==> src/rtl/eth_phy_10g_pkg.sv <==
// eth_phy_10g_pkg: shared sync-header codes, idle payload, descrambler taps, BER FSM states
package eth_phy_10g_pkg;
  localparam logic [1:0] SYNC_DATA = 2'b01;
  localparam logic [1:0] SYNC_CTRL = 2'b10;
  localparam logic [63:0] IDLE_DATA = 64'h0707070707070707;
  localparam int SCR_TAP_A = 39;
  localparam int SCR_TAP_B = 58;
  typedef enum logic [1:0] {BER_IDLE, BER_COUNT, BER_HI} ber_state_t;
  function automatic logic hdr_valid(input logic [1:0] h);
    return h == SYNC_DATA || h == SYNC_CTRL;
  endfunction
endpackage

==> src/rtl/eth_phy_10g_ber_mon.sv <==
// eth_phy_10g_ber_mon: BER monitor (clk, rst, lock, hdr in; high_ber out), counts invalid headers per timer window
module eth_phy_10g_ber_mon
  import eth_phy_10g_pkg::*;
#(
  parameter int BER_TIMER_CYCLES = 19531,
  parameter int BER_THRESHOLD = 16
) (
  input  logic       clk,
  input  logic       rst,
  input  logic       lock,
  input  logic [1:0] hdr,
  output logic       high_ber
);
  localparam int TW = $clog2(BER_TIMER_CYCLES);
  ber_state_t state;
  logic [TW-1:0] timer;
  logic [4:0] cnt, cnt_nxt;
  logic expiry, hit;
  always_comb begin
    cnt_nxt = (!hdr_valid(hdr) && cnt != 5'(BER_THRESHOLD)) ? cnt + 5'd1 : cnt;
    expiry = timer == TW'(BER_TIMER_CYCLES - 1);
    hit = cnt_nxt == 5'(BER_THRESHOLD);
  end
  always_ff @(posedge clk) begin
    if (rst || !lock) begin
      state <= BER_IDLE;
      timer <= '0;
      cnt <= '0;
      high_ber <= 1'b0;
    end else if (state == BER_IDLE) begin
      state <= BER_COUNT;
    end else begin
      timer <= expiry ? '0 : timer + 1'b1;
      cnt <= expiry ? '0 : cnt_nxt;
      if (hit) begin
        high_ber <= 1'b1;
        state <= BER_HI;
      end else if (expiry) begin
        high_ber <= 1'b0;
        state <= BER_COUNT;
      end
    end
  end
endmodule

==> src/rtl/eth_phy_10g_rx_descrambler.sv <==
// eth_phy_10g_rx_descrambler: x^58+x^39+1 payload descrambler (clk, i_rst, lock/hdr/data in; registered hdr/data/lock/high_ber out), BER monitor under ETH_PHY_RX_BER_MON_EN
module eth_phy_10g_rx_descrambler
  import eth_phy_10g_pkg::*;
#(
  parameter int DATA_WIDTH = 64,
  parameter int HDR_WIDTH = 2,
  parameter int BER_TIMER_CYCLES = 19531,
  parameter int BER_THRESHOLD = 16
) (
  input  logic                  clk,
  input  logic                  i_rst,
  input  logic                  i_rx_block_lock,
  input  logic [HDR_WIDTH-1:0]  i_serdes_rx_hdr,
  input  logic [DATA_WIDTH-1:0] i_serdes_rx_data,
  output logic [HDR_WIDTH-1:0]  o_rx_hdr,
  output logic [DATA_WIDTH-1:0] o_rx_data,
  output logic                  o_rx_block_lock,
  output logic                  o_rx_high_ber
);
  logic [SCR_TAP_B-1:0] scr;
  logic [DATA_WIDTH+SCR_TAP_B-1:0] ext;
  logic [DATA_WIDTH-1:0] out;
  always_comb begin
    ext = {i_serdes_rx_data, scr};
    out = '0;
    for (int i = 0; i < DATA_WIDTH; i++)
      out[i] = ext[i+SCR_TAP_B] ^ ext[i+SCR_TAP_B-SCR_TAP_A] ^ ext[i];
  end
  always_ff @(posedge clk) begin
    if (i_rst) begin
      scr <= '0;
      o_rx_hdr <= '0;
      o_rx_data <= IDLE_DATA;
      o_rx_block_lock <= 1'b0;
    end else begin
      scr <= i_serdes_rx_data[DATA_WIDTH-1:DATA_WIDTH-SCR_TAP_B];
      o_rx_hdr <= i_rx_block_lock ? i_serdes_rx_hdr : '0;
      o_rx_data <= i_rx_block_lock ? out : IDLE_DATA;
      o_rx_block_lock <= i_rx_block_lock;
    end
  end
`ifdef ETH_PHY_RX_BER_MON_EN
  eth_phy_10g_ber_mon #(
    .BER_TIMER_CYCLES(BER_TIMER_CYCLES),
    .BER_THRESHOLD(BER_THRESHOLD)
  ) u_ber_mon (
    .clk(clk),
    .rst(i_rst),
    .lock(i_rx_block_lock),
    .hdr(i_serdes_rx_hdr),
    .high_ber(o_rx_high_ber)
  );
`else
  assign o_rx_high_ber = 1'b0;
`endif
endmodule
==> config.mk <==
export PLATFORM = sky130hd
export DESIGN_NAME = eth_phy_10g_rx_descrambler
export DESIGN_NICKNAME = d
export VERILOG_FILES = /design/src/rtl/eth_phy_10g_pkg.sv /design/src/rtl/eth_phy_10g_ber_mon.sv /design/src/rtl/eth_phy_10g_rx_descrambler.sv
export SDC_FILE = /design/constraint.sdc
export NUM_CORES = 1
export LEC_CHECK = 0
export BUFFER_PORTS_ARGS = -buffer_cell sky130_fd_sc_hd__buf_2
export CORE_MARGIN = 5
export CORE_UTILIZATION = 51
export DETAILED_ROUTE_END_ITERATION = 8
export HOLD_SLACK_MARGIN = 0.05
export PLACE_DENSITY = 0.89
export SKIP_LAST_GASP = 1
export SYNTH_ARGS = -nofsm -noshare
export SYNTH_HDL_FRONTEND = slang
export SYNTH_SLANG_ARGS = --single-unit
==> constraint.sdc <==
create_clock -name clk -period 1.07 [get_ports clk]
set_clock_uncertainty 0.1 [all_clocks]
set_input_delay 0.107 -clock clk [delete_from_list [all_inputs] [get_ports clk]]
set_output_delay 0.107 -clock clk [all_outputs]
set_load 0.01 [all_outputs]
==> impl_results.md <==
- Die height: between 100 and 150 um
- Global Route Usage Sum: 21.97%
- Max-slew violation count: 0
- Worst Hold Class: in -> reg
- Skew-Pair Late Insertion Delay: 0.51 ns
- IR drop worst, VDD: 0.001325 V
- Worst Path Max Fanout: 1
- Critical path origin: o_rx_data[35]$_SDFF_PP0_
- Worst Path Arrival: 0.98 ns
- PnR worst setup slack: -0.1214 ns
- DR vias: 3,152
- Drt drc: 0
- Crit path capture type: output port
- Vias in the first global route: 3,628
- Port Buf Inserts: 135
- Ys async rst share: 0%
- Initial core utilization: 51.50%
- Drt pass-1 iters: 4
- Placer Congestion: 0.7485
- Max-cap violations: 0
- Ant diodes: 0
- Layout cells sized above 1: ~40%
- Period utilization: 111.3%
- Root buffer cell: clkbuf_8
- Cell Pwr Density: ~1800 nW/um^2
- Post-CTS setup buffer count: 0
- Hold Path Origin: i_serdes_rx_hdr[1]
- Worst R2R Start: scr[50]$_SDFF_PP0_
- Sequential-to-total area share from yosys stat: 53.35%
- Detailed-placement wirelength estimate: 6.936 mm
- Top_reg_cell synth: dfxtp_1
- FF+latch count, synth: 125
- First-pass GRT wire length: 18.68 mm
- RSZ-0062 raised after global routing: yes
- Cell family with most CP delay: flip-flops
- DRT iter0 DRCs: 76
- Required @ worst endpoint: ~0.86 ns
- Tmin final: 1.191 ns
- Syn. warnings: 0
- Drt total wl: 12.12 mm
- Antenna violations before repair: 0
- Cells along the critical path: buf_2
- Reg2reg path depth: 2
- Outcome: finished with violations
- Count of different cell masters after synthesis: 13
- Row count: 35
- Leading area contributor after synthesis: dfxtp_1
- Achievable Freq: 839.4 MHz
- Largest net degree at the start of global routing: approximately 60
- CTS H-Tree Depth: 4
- WHS Path Cells: 3
- Final Power: around 13 mW
- Cells after synthesis: 330
- Placed Cells: 565
- Post-Syn Nets: 399
- Non-filler cells, final: 665
- Cell area after synthesis: 4691 um^2
- Remaining Overflow, GRT: 0
- Worst r2r dst: o_rx_data[31]$_SDFF_PP0_
- Bufs and invs on worst path: 1
- Core Footprint: slightly above 9000 um^2
- Synth cell count leaders: dfxtp_1, xnor3_1, nor2b_1, nor2_1, nand2_1
- Critical path depth in cells: 1
- CP Launch Type: flop
- Total CTS buffers: 17
- Syn-to-layout area delta: 50.81%
- P_leak: roughly 3.4 nW
- Syn_area_per_cell: 14.21 um^2
- CTS Sinks: 125
- Die W: 105.9 um
- Failing checks: negative setup slack
- Fin. Hold Viols: 0
- Longest Clk Path Bufs: 2
- DIE AREA: approximately 11,000 um^2
- Finish-stage setup viols: 67
- Vias per cell: 4.740
- Number of enable flip-flop cells after synthesis: 0
- WL/cell: between 15 and 20 um
- Yosys top cell area share: 53.35%
- IO Pins: 137
- Worst setup path class: reg -> out
- R2r setup slk: 0.03 ns
- Nets: 610
- Most common cell in the netlist: dfxtp_1
- CTS tree: yes
- Worst-path clk slew: ~0.06 ns
- Slowest-stage cell, CP: dfxtp_1
- Hold endpoint: o_rx_hdr[1]$_SDFF_PP0_
- Antenna-violating nets left: 0
- Slowest stage delay, CP: between 0.3 and 0.4 ns
- Largest cells by area after synthesis: dfxtp_1, xnor3_1, nor2b_1
cells in the final DEF, fill, tap and decap left out, types with 2 or more instances in the layout:
cell,synthesis,layout
bufinv_16,0,5
dlygate4sd3_1,0,68
inv_6,1,2
clkinv_2,0,4
dfxtp_1,125,82
xnor3_1,64,64
buf_6,7,42
clkinv_4,0,3
nand2_1,24,24
buf_2,3,94
dfxtp_2,0,43
nor2b_1,58,58
nor2_1,40,39
clkbuf_16,0,16
and2_1,2,2
clkinvlp_4,0,2
registers in the layout, indices dropped and copies added, names as in the netlist:
signal,flops
scr,58
o_rx_data,64
o_rx_block_lock,1
o_rx_hdr,2
stage by stage:
step,instance area [um^2],util [%],hold slack [ns],TNS [ns],setup WS (ns)
finish,7074,77.66,0.2321,-4.960,-0.1214
CTS,6910,75.87,0.2043,-6.735,-0.1129
global route,7074,77.66,0.2372,-7.947,-0.1635
global placement,5430,59.62,0.2098,0,0.08289
floorplan,4691,-,0.1287,0,0.1351
detailed placement,5430,59.62,0.2137,0,0.03741
final cells by class:
cell class / instances / area (um^2)
clock inverters: 15 / 220.2
fillers: 486 / 2034
well taps: 111 / 138.9
clock buffers: 17 / 414.1
flip-flops and latches: 125 / 2556
multi-input cells: 190 / 2077
inverters: 1 / 8.758
repair buffers: 206 / 1659
routing by layer:
layer | up-vias | routed length [um] | track usage, %
met5 | - | 0 | 0
met4 | 0 | 304 | 9.528
met3 | 31 | 581 | 6.254
met2 | 121 | 6723 | 39.98
met1 | 1516 | 4513 | 23.75
li1 | 1484 | - | -
worst max-delay path by stage:
stage	to
floorplan	o_rx_data[29]$_SDFF_PP0_
global placement	o_rx_data[59]$_SDFF_PP0_
detailed placement	o_rx_data[14]$_SDFF_PP0_
CTS	o_rx_data[47]
global route	o_rx_data[35]
finish	o_rx_data[35]
kinds of logic after synthesis:
group / share of synthesized area [%]
simple gates: 13.26
other cells: 0.07994
flops: 53.35
xor+xnor: 30.73
buf+inv: 2.587
tightest hold or removal path: stages:
cell	delay, ns
dlygate4sd3_1	0.52
buf_2	0.09
and2_1	0.10
where the power goes:
part / leakage [nW] / switching (mW) / internal (mW) / total (mW)
registers: 1.04 / 0.162 / 4.96 / 5.13
logic: 2.08 / 0.589 / 1.14 / 1.72
clock network: 0.308 / 2.11 / 4.01 / 6.13
timing repair:
item,in CTS,in global routing
hold endpoints to repair,125,0
hold buffers,68,0
endpoints found under the setup margin,67,132
resized for setup,44,45
pin swaps,0,3
Note: power is estimated with default switching activity, not from simulation.
